File: config.mk
export PLATFORM = sky130hd
export DESIGN_NAME = class2_tree_feeder_flat
export DESIGN_NICKNAME = d
export VERILOG_FILES = /design/src/rtl/class2_tree_feeder_if.sv /design/src/rtl/class2_tree_feeder.sv /design/src/flat_wrapper.sv
export SDC_FILE = /design/constraint.sdc
export NUM_CORES = 1
export LEC_CHECK = 0
export BUFFER_PORTS_ARGS = -buffer_cell sky130_fd_sc_hd__buf_4
export CAP_MARGIN = 25
export CORE_MARGIN = 4
export CORE_UTILIZATION = 50
export DETAILED_ROUTE_END_ITERATION = 6
export MAX_ROUTING_LAYER = met4
export PLACE_DENSITY = 0.81
export REMOVE_ABC_BUFFERS = 1
export SLEW_MARGIN = 25
export SYNTH_ARGS = -nofsm -noshare
export SYNTH_HDL_FRONTEND = slang
export SYNTH_SLANG_ARGS = --single-unit
File: constraint.sdc
create_clock -name clk -period 2 [get_ports clk]
set_input_delay 0.2 -clock clk [delete_from_list [all_inputs] [get_ports clk]]
set_output_delay 0.2 -clock clk [all_outputs]
set_load 0.01 [all_outputs]
File: src/rtl/class2_tree_feeder_if.sv
// class2_tree_feeder_if: feature byte stream in, classification result out.
interface class2_tree_feeder_if #(
    parameter int BYTE_W = 8,
    parameter int CNT_W  = 16
);
    logic              s_valid;
    logic              s_ready;
    logic [BYTE_W-1:0] s_data;
    logic              s_last;
    logic              m_valid;
    logic              m_ready;
    logic              m_class;
    logic [CNT_W-1:0]  m_count;
    modport master (output s_valid, s_data, s_last, m_ready,
                    input  s_ready, m_valid, m_class, m_count);
    modport slave  (input  s_valid, s_data, s_last, m_ready,
                    output s_ready, m_valid, m_class, m_count);
endinterface

File: src/rtl/class2_tree_feeder.sv
// class2_tree_feeder: packs a byte stream into a classifier feature word and returns the result.
module class2_tree_feeder #(
    parameter int FEAT_W = 51,
    parameter int BYTE_W = 8,
    parameter int CNT_W  = 16
) (
    input  logic               clk,
    input  logic               rst,
    class2_tree_feeder_if.slave bus,
    output logic [FEAT_W-1:0]  feat_o,
    input  logic               cls_i,
    output logic               err_o
);
    localparam int NBEATS = (FEAT_W + BYTE_W - 1) / BYTE_W;
    localparam int BC_W   = $clog2(NBEATS);
    typedef enum logic [1:0] {LOAD, DRAIN, EVAL, OUT} state_t;
    state_t            state_q, state_d;
    logic [BC_W-1:0]   bc_q, bc_d;
    logic [FEAT_W-1:0] feat_q, feat_d;
    logic [CNT_W-1:0]  count_q, count_d;
    logic              class_q, class_d, err_q, err_d;
    logic              accept, last_beat;
    assign bus.s_ready = !rst && (state_q == LOAD || state_q == DRAIN);
    assign bus.m_valid = !rst && state_q == OUT;
    assign bus.m_class = class_q;
    assign bus.m_count = count_q;
    assign feat_o      = feat_q;
    assign err_o       = err_q;
    assign accept      = bus.s_valid && bus.s_ready;
    assign last_beat   = bc_q == BC_W'(NBEATS - 1);
    always_comb begin
        state_d = state_q;
        bc_d    = bc_q;
        feat_d  = feat_q;
        count_d = count_q;
        class_d = class_q;
        err_d   = err_q;
        case (state_q)
            LOAD: if (accept) begin
                // The final beat only carries the bits that fit below FEAT_W.
                for (int k = 0; k < FEAT_W; k++)
                    if (k / BYTE_W == int'(bc_q)) feat_d[k] = bus.s_data[k % BYTE_W];
                bc_d = bc_q + 1'b1;
                if (bus.s_last || last_beat) begin
                    bc_d    = '0;
                    err_d   = err_q || !(bus.s_last && last_beat);
                    state_d = bus.s_last ? (last_beat ? EVAL : LOAD) : DRAIN;
                end
            end
            DRAIN: state_d = (accept && bus.s_last) ? LOAD : DRAIN;
            EVAL: begin
                class_d = cls_i;
                state_d = OUT;
            end
            OUT: if (bus.m_ready) begin
                count_d = count_q + 1'b1;
                state_d = LOAD;
            end
            default: state_d = LOAD;
        endcase
    end
    always_ff @(posedge clk) begin
        if (rst) begin
            state_q <= LOAD;
            bc_q    <= '0;
            feat_q  <= '0;
            count_q <= '0;
            class_q <= 1'b0;
            err_q   <= 1'b0;
        end else begin
            state_q <= state_d;
            bc_q    <= bc_d;
            feat_q  <= feat_d;
            count_q <= count_d;
            class_q <= class_d;
            err_q   <= err_d;
        end
    end
endmodule

File: src/flat_wrapper.sv
// flat-port wrapper written by rule: the top's interface ports become plain ports
module class2_tree_feeder_flat 
#(
    parameter int FEAT_W = 51,
    parameter int BYTE_W = 8,
    parameter int CNT_W  = 16
)
  (clk, rst, feat_o, cls_i, err_o, bus_s_valid, bus_s_data, bus_s_last, bus_m_ready, bus_s_ready, bus_m_valid, bus_m_class, bus_m_count);
  class2_tree_feeder_if #(.BYTE_W(BYTE_W), .CNT_W(CNT_W)) bus_i ();
  input  logic clk;
  input  logic rst;
  output logic [FEAT_W-1:0] feat_o;
  input  logic cls_i;
  output logic err_o;
  input wire logic [$bits(bus_i.s_valid)-1:0] bus_s_valid;
  input wire logic [$bits(bus_i.s_data)-1:0] bus_s_data;
  input wire logic [$bits(bus_i.s_last)-1:0] bus_s_last;
  input wire logic [$bits(bus_i.m_ready)-1:0] bus_m_ready;
  output wire logic [$bits(bus_i.s_ready)-1:0] bus_s_ready;
  output wire logic [$bits(bus_i.m_valid)-1:0] bus_m_valid;
  output wire logic [$bits(bus_i.m_class)-1:0] bus_m_class;
  output wire logic [$bits(bus_i.m_count)-1:0] bus_m_count;
  assign bus_i.s_valid = bus_s_valid;
  assign bus_i.s_data = bus_s_data;
  assign bus_i.s_last = bus_s_last;
  assign bus_i.m_ready = bus_m_ready;
  assign bus_s_ready = bus_i.s_ready;
  assign bus_m_valid = bus_i.m_valid;
  assign bus_m_class = bus_i.m_class;
  assign bus_m_count = bus_i.m_count;
  class2_tree_feeder #(.FEAT_W(FEAT_W), .BYTE_W(BYTE_W), .CNT_W(CNT_W)) u_core (.clk(clk), .rst(rst), .bus(bus_i), .feat_o(feat_o), .cls_i(cls_i), .err_o(err_o));
endmodule
# Word-level counts from Yosys, hierarchy flattened
# Index checks and enable logic that the tools add are counted.
[classes]
addsub = 2
n_mul = 0
div_mod_pow = 0
n_lt_le_gt_ge = 0
eq_ne = 13
shifts = 0
n_mux = 8
bitwise_logic = 0
reduce_logical = 23
[op_table]
columns = ["operator", "n"]
rows = [
  ["3-bit AND reduction", 9],
  ["16-bit by 1-bit adder with 16-bit output (second input constant)", 1],
  ["3-bit equality test (first input constant)", 4],
  ["2-bit two-way mux", 5],
  ["2-bit one-hot mux with 4 select lines", 1],
  ["2-bit by 3-bit equality test with 1-bit output (first input constant)", 2],
  ["1-bit logical AND", 5],
  ["2-bit equality test (second input constant)", 2],
  ["2-bit != test (second input constant)", 2],
  ["2-bit AND reduction", 2],
  ["3-bit by 1-bit adder with 3-bit output (second input constant)", 1],
  ["3-bit equality test (second input constant)", 1],
  ["3-bit logical NOT", 1],
  ["1-bit logical OR", 3],
  ["3-bit two-way mux", 1],
  ["2-bit by 1-bit equality test with 1-bit output (second input constant)", 1],
  ["1-bit logical NOT", 2],
  ["2-bit logical NOT", 1],
  ["2-bit by 1-bit != test with 1-bit output (second input constant)", 1],
  ["1-bit two-way mux", 1],
]
[totals]
regBits = 74
latch_bits = 0
ramBits = 0
rom_bits = 0
inputBits = 14
output_inout_bits = 71
memories = 0

# Longest topological paths before layout
# Gate-level depths: netlist (run 1).
[logic_depth]
ltp_word = 7
ltp_mapped = 7
ltp_nobuf = 6

# Worst setup path after synthesis (run 1)
# Ideal clock, no wire load.
[synth_path]
kind = "register to register"
start = "register u_core.count_q[2] (netlist: u_core.bus.m_count[2])"
end = "register u_core.count_q[15] (netlist: u_core.bus.m_count[15])"
setup_time_ns = 0.121
arrival_ns = 1.552
path_slack_ns = 0.327
path_stages_with_launch = 6
n_path_buf = 1
synth_period_minus_slack_ns = 1.673
cell_sequence = "dfxtp_1 > nand3_1 > or2_1 > buf_6 > nor4_1 > mux2_2"
[synth_between]
elab_chain_len = 1
[synth_rtl]
columns = ["element", "line", "source"]
rows = [
  ["start, declared", "class2_tree_feeder.sv:20", "logic [CNT_W-1:0] count_q, count_d;"],
  ["start signal, assigned", "class2_tree_feeder.sv:74", "count_q <= count_d;"],
  ["16-bit by 1-bit adder with 16-bit output", "class2_tree_feeder.sv:56", "count_d = count_q + 1'b1;"],
]
# Every way passes these cells.
# A chain may end at the register's enable or synchronous reset.

# Worst setup path after layout (run 1)
[layout_path]
start = "register u_core.state_q[1]"
end = "register u_core.feat_q[36] (netlist: u_core.feat_o[36])"
[layout_between]
elab_chain_len = 5
word_cells_on_any_way = 6
cone_classes = "eq/ne: 1; reduce/logical: 5"
[layout_rtl]
columns = ["element", "line", "source"]
rows = [
  ["start, declared", "class2_tree_feeder.sv:17", "state_t state_q, state_d;"],
  ["start signal, assigned", "class2_tree_feeder.sv:71", "state_q <= state_d;"],
  ["2-bit by 1-bit equality test with 1-bit output or 2-bit logical NOT (tied branches)", "class2_tree_feeder.sv:23, class2_tree_feeder.sv:38", ""],
  ["1-bit logical OR", "class2_tree_feeder.sv:23", "assign bus.s_ready = !rst && (state_q == LOAD || state_q == DRAIN);"],
  ["1-bit logical AND", "class2_tree_feeder.sv:23", ""],
  ["1-bit logical AND", "class2_tree_feeder.sv:29", "assign accept = bus.s_valid && bus.s_ready;"],
  ["3-bit AND reduction (no line) *", "n/a", ""],
  ["end signal, assigned", "class2_tree_feeder.sv:73", "feat_q <= feat_d;"],
  ["end, declared", "class2_tree_feeder.sv:19", "logic [FEAT_W-1:0] feat_q, feat_d;"],
]
# Mark *: on every way between the ends. The rest lies on a longest branch, timed or not.

==> results of run 1 <==
through the flow:
stage | worst slack [ps] | hold slack, ps | cell area, µm² | utilization | instances
floorplan | 213 | 269 | 2910 | - | 293
global placement | 148 | 438 | 3680 | 0.648 | 455
detailed placement | 82.1 | 447 | 3680 | 0.648 | 455
CTS | 51.0 | 89.0 | 3900 | 0.687 | 471
global route | 56.7 | 117 | 3900 | 0.687 | 471
finish | 177 | 102 | 3900 | 0.687 | 471
how the worst max path moves through the flow:
stage / from / to / slack, ps
floorplan: u_core.state_q[1]$_SDFFE_PP0P_ / u_core.feat_o[0]$_SDFFE_PP0P_ / 210
global placement: u_core.state_q[1]$_SDFFE_PP0P_ / u_core.bus.m_count[15]$_SDFFE_PP0P_ / 150
detailed placement: u_core.state_q[1]$_SDFFE_PP0P_ / u_core.bus.m_count[15]$_SDFFE_PP0P_ / 80
CTS: u_core.state_q[1]$_SDFFE_PP0P_ / u_core.bus.m_count[15]$_SDFFE_PP0P_ / 50
global route: u_core.state_q[1]$_SDFFE_PP0P_ / u_core.feat_o[33]$_SDFFE_PP0P_ / 60
finish: u_core.state_q[1]$_SDFFE_PP0P_ / u_core.feat_o[36]$_SDFFE_PP0P_ / 180
cell type report:
cell class	count	share of cell area
Inverter	7	0.00674
Timing Repair Buffer	90	0.173
Sequential cell	74	0.381
Clock buffer	10	0.0327
Multi-Input combinational cell	212	0.360
Clock inverter	6	0.0231
Tap cell	72	0.0231
cells by family after synthesis:
logic type | share of synthesized area
compound gates | 0.0480
xor+xnor | 0.0321
fa+ha+maj | 0.0250
buf+inv | 0.0371
flops | 0.494
mux | 0.151
simple gates | 0.213
worst max-delay path: cells and delay by family (launching register included):
family        cells  cell delay, ps
simple gates      3            1030
mux               1             290
flops             1             390
per-layer routing:
layer / share of wire / GRT usage / routed length [µm] / up-vias
met5: 0 / - / 0 / -
met4: 0.016 / 0.0863 / 110 / 0
met3: 0.041 / 0.0408 / 290 / 10
met2: 0.51 / 0.333 / 3600 / 53
met1: 0.44 / 0.244 / 3090 / 1142
li1: - / - / - / 1229
cell usage in the layout (no fill, tap or decap), drive strengths merged, types with 3 or more instances in the layout:
cell type and instances:
nand3 19, xor2 3, ha 6, dfxtp 74, xnor2 8, and3 3, a21oi 16, clkbuf 10
nor2 62, nor4 4, nor3 3, nand2 20, inv 8, mux2i 44, buf 90
timing repair:
action                     in CTS  in global routing
resized for setup               0                  2
buffers inserted                0                  0
setup endpoints to repair       0                  4
flip-flops by register name (all words and copies together) (netlist names):
signal              count
u_core.bc_q             3
u_core.bus.m_class      1
u_core.bus.m_count     16
u_core.err_o            1
u_core.feat_o          51
u_core.state_q          2
power groups by stage:
stage	sequential (mW)	combinational [mW]	clock (mW)
6_report	1.49	0.145	1.25
5_1_grt	1.49	0.158	1.35
2_1_floorplan	1.53	0.0473	0
3_3_place_gp	1.53	0.143	0
3_5_place_dp	1.53	0.145	0
4_1_cts	1.49	0.146	1.28
==> flow_summary_export.csv, run 1 <==
group,metric,value,unit
timing,period_needed,1820,ps
placed_design,routabilityCongestion,0.766,
synthesis,yosys-top-cells-area,"dfxtp_1 49%, mux2i_1 15%, nor2_1 7.6%",
pwr,sw_frac_of_total,0.220,
synthesis,synthCells,309,
run,drv_cap,0,
floorplanning,coreArea,5680,µm²
pwr,combPwrFrac,0.050,
worst_setup_path,worstPathMaxFanout,9,
global_route,grt_remaining_overflow,0,
layout,antenna_cells,0,
synthesis,synth.yosys.warnings,0,
worst_setup_path,ff2ff_path_depth,4,
synthesis,synthArstFlopShare,0,
global_route,grt_use_total,0.204,
pwr,peakVddDrop,0.000408,V
timing,fin_tns_setup,0,ps
global_route,grt_start_max_net_pins,53,
detailed_routing,wl,7090,µm
worst_setup_path,critical-path-slowest-cell,"nor4b_4",
floorplanning,die_area,7300,µm²
cts,cts.sinks,74,
worst_setup_path,cpPeakStageDelay,570,ps
detailed_routing,routedWlPerCell,15.0,µm
floorplanning,die_y,85.4,µm
layout,fin_nets,414,
timing,rsz0062_at_grt,"false",
global_route,grt_pass1_vias,2371,
floorplanning,io_pins,85,
worst_hold_path,hp-start,"cls_i",
worst_setup_path,arrival,2040,ps
worst_setup_path,r2r_end,"u_core.feat_o[36]$_SDFFE_PP0P_",
timing,fmax,548,MHz
cts,clockRootBuffer,"clkbuf_8",
floorplanning,rows,27,
pwr,netSwitchingPower,0.637,mW
cts,insertion_delay,340,ps
cts,clock_path_buffers,2,
worst_setup_path,critPathKind,"reg -> reg",
placed_design,place.detailed.hpwl,5080,µm
synthesis,seq_area_frac_synth,0.494,
timing,skew,10.4,ps
synthesis,synth-seq-cells,74,
synthesis,synth_edf_count,0,
cts,h-tree-depth,3,
worst_hold_path,holdPathEnd,"u_core.bus.m_class$_SDFFE_PP0P_",
timing,finalCritPeriodShare,0.912,
pwr,power_density,741,nW/µm²
placed_design,port-buffer-count,84,
timing,setup_viol,0,
synthesis,synthDistinctLibCells,41,
synthesis,synthMostInstantiatedCell,"dfxtp_1",
global_route,grt_first_pass_wirelength,11500,µm
pwr,pwr-share-clk,0.433,
worst_setup_path,required,2210,ps
worst_hold_path,whs_path_depth,3,
floorplanning,dieWidth,85.4,µm
layout,multiInputGateArea,1410,µm²
global_route,antenna_found_initial,0,
worst_setup_path,reg2reg_from,"u_core.state_q[1]$_SDFFE_PP0P_",
worst_setup_path,ff2ff_setup_slack,180,ps
synthesis,synth_top_area_cell,"dfxtp_1",
worst_hold_path,hold_class,"in -> reg",
pwr,fin_total_pwr,2.89,mW
layout,seqCellArea,1480,µm²
pwr,p_seq_frac,0.517,
detailed_routing,drt_first_iter_violations,117,
pwr,internal_power,2.25,mW
worst_setup_path,critPathLaunchType,"flip-flop",
synthesis,synthesis.area,3000,µm²
cts,cts_tree,"yes",
layout,fillCellCount,457,
detailed_routing,ant_nets,0,
synthesis,synth_top_area_frac,0.494,
synthesis,synth_common_cells,"74 x dfxtp_1, 61 x nor2_1, 44 x mux2i_1, 20 x nand2_1, 16 x a21oi_1",
timing,finalHoldViolCount,0,
detailed_routing,routed-via-count,2434,
cts,clk_pin_slew,80,ps
layout,syn_to_final_growth,30.1,%
detailed_routing,viasPerCell,5.17,
cts,ctsHoldBuffers,0,
worst_setup_path,path_cells,"nor4b_4 -> nand3_2 -> mux2i_1 -> nor2_1",
floorplanning,start_util,0.528,
pwr,power.static_leakage,1.87,nW
detailed_routing,drc_errors,0,
worst_setup_path,end_kind,"flip-flop",
detailed_routing,drtPass1Iterations,5,
cts,numCtsBuffers,9,
timing,tightestPinTransition,550,ps
synthesis,avgSynthCellArea,9.70,µm²
status,status,"complete, no violations",
timing,finalMaxSlewViolations,0,
timing,relSlewSlack,0.632,
layout,layout-drive-gt1-share,0.306,
synthesis,yosys_most_used_dff,"dfxtp_1",
No activity file was read; power rests on OpenSTA's default activity.
==> run 2, diff against run 1 <==
- CORE_UTILIZATION: 50 -> 38
- PLACE_DENSITY: 0.81 -> 0.65
==> flow_summary_export.csv, run 2 (synthesized netlist as in run 1, its figures left out) <==
group,metric,value,unit
status,status,"complete, no violations",
pwr,peakVddDrop,0.000393,V
floorplanning,start_util,0.390,
worst_setup_path,critPathKind,"reg -> reg",
worst_hold_path,whs_path_depth,3,
detailed_routing,routed-via-count,2449,
cts,cts.sinks,74,
floorplanning,dieWidth,96.8,µm
cts,insertion_delay,340,ps
worst_setup_path,worstPathMaxFanout,9,
global_route,grt_start_max_net_pins,37,
detailed_routing,drtPass1Iterations,4,
cts,clockRootBuffer,"clkbuf_8",
run,drv_cap,0,
timing,setup_viol,0,
placed_design,port-buffer-count,84,
detailed_routing,viasPerCell,4.91,
detailed_routing,drt_first_iter_violations,88,
floorplanning,die_area,9370,µm²
detailed_routing,ant_nets,0,
layout,fin_nets,412,
floorplanning,coreArea,7690,µm²
pwr,netSwitchingPower,0.633,mW
cts,postCtsSetupBuffers,0,
cts,clock_path_buffers,2,
cts,cts.repair.resized,0,
layout,antenna_cells,0,
pwr,fin_total_pwr,2.99,mW
pwr,pwr-share-clk,0.452,
global_route,antenna_found_initial,0,
worst_setup_path,required,2240,ps
detailed_routing,wl,7250,µm
global_route,grt_pass1_vias,2400,
cts,cts_tree,"yes",
pwr,combPwrFrac,0.049,
global_route,grt_use_total,0.164,
placed_design,dp_cells,483,
layout,layout.cells.non_filler,499,
layout,syn_to_final_growth,31.4,%
layout,layout_common_cells,"88 x buf_4, 74 x dfxtp_1, 61 x nor2_1",
worst_setup_path,ff2ff_path_depth,4,
cts,numCtsBuffers,9,
layout,largest_reg_flops,51,
layout,seqCellArea,1480,µm²
cts,h-tree-depth,3,
global_route,grt_first_pass_wirelength,12100,µm
layout,layout-drive-gt1-share,0.297,
worst_hold_path,hold_class,"in -> reg",
floorplanning,rows,32,
pwr,internal_power,2.36,mW
floorplanning,io_pins,85,
pwr,power.static_leakage,1.87,nW
timing,skew,12.8,ps
worst_setup_path,arrival,2100,ps
timing,fmax,539,MHz
timing,period_needed,1850,ps
timing,finalHoldViolCount,0,
timing,fin_tns_setup,0,ps
timing,relSlewSlack,0.732,
layout,utilization,0.512,
worst_setup_path,critPathLaunchType,"flip-flop",
layout,fillCellCount,757,
timing,finalMaxSlewViolations,0,
floorplanning,die_y,96.8,µm
worst_setup_path,end_kind,"flip-flop",
detailed_routing,drc_errors,0,
timing,finalCritPeriodShare,0.927,
cts,ctsHoldBuffers,0,
pwr,sw_frac_of_total,0.212,
detailed_routing,routedWlPerCell,14.5,µm
cts,clk_pin_slew,80,ps
timing,rsz0062_at_grt,"false",
layout,mostFrequentLayoutCell,"buf_4",
placed_design,routabilityCongestion,0.805,
layout,multiInputGateArea,1410,µm²
pwr,p_seq_frac,0.499,
placed_design,place.detailed.hpwl,5140,µm
global_route,grt_remaining_overflow,0,
pwr,power_density,759,nW/µm²
timing,tightestPinTransition,402,ps
run 2: per-layer routing:
metal | GRT usage | vias up | share of wire
li1 | - | 1227 | -
met2 | 0.236 | 95 | 0.42
met4 | 0.0583 | 0 | 0.014
met1 | 0.208 | 1116 | 0.47
met3 | 0.0642 | 11 | 0.093
met5 | - | - | 0
run 2: final timing paths:
kind | start | to | slack [ps]
max | u_core.state_q[1]$_SDFFE_PP0P_ | u_core.bus.m_count[15]$_SDFFE_PP0P_ | 150
min | cls_i | u_core.bus.m_class$_SDFFE_PP0P_ | 100
max reg2reg | u_core.state_q[1]$_SDFFE_PP0P_ | u_core.bus.m_count[15]$_SDFFE_PP0P_ | 150
min reg2reg | u_core.feat_o[31]$_SDFFE_PP0P_ | u_core.feat_o[31]$_SDFFE_PP0P_ | 470
run 2: power groups by stage:
stage	Sequential (mW)	Combinational [mW]	Clock, mW
floorplan	1.53	0.0473	0
global placement	1.53	0.148	0
detailed placement	1.53	0.148	0
CTS	1.49	0.148	1.39
global route	1.49	0.162	1.44
finish	1.49	0.147	1.35
run 2: worst max-delay path: stages (launching register included):
cell,delay (ps)
dfxtp_1,570
nand3_4,170
or2_1,350
nor4_1,300
mux2_2,370
run 2: final cells by class:
class                      count  share of cell area
clock buffer                  13              0.0429
multi-input combinational    212               0.357
inverter                       7             0.00667
sequential                    74               0.376
tap                          102              0.0324
timing repair buffer          88               0.168
clock inverter                 3              0.0175
run 2: through the flow:
step | hold slack (ps) | area [µm²] | setup slack [ps]
floorplan | 269 | 2910 | 213
global placement | 439 | 3700 | 216
detailed placement | 450 | 3700 | 130
CTS | 87.8 | 3940 | 151
global route | 125 | 3940 | 40.4
finish | 103 | 3940 | 146
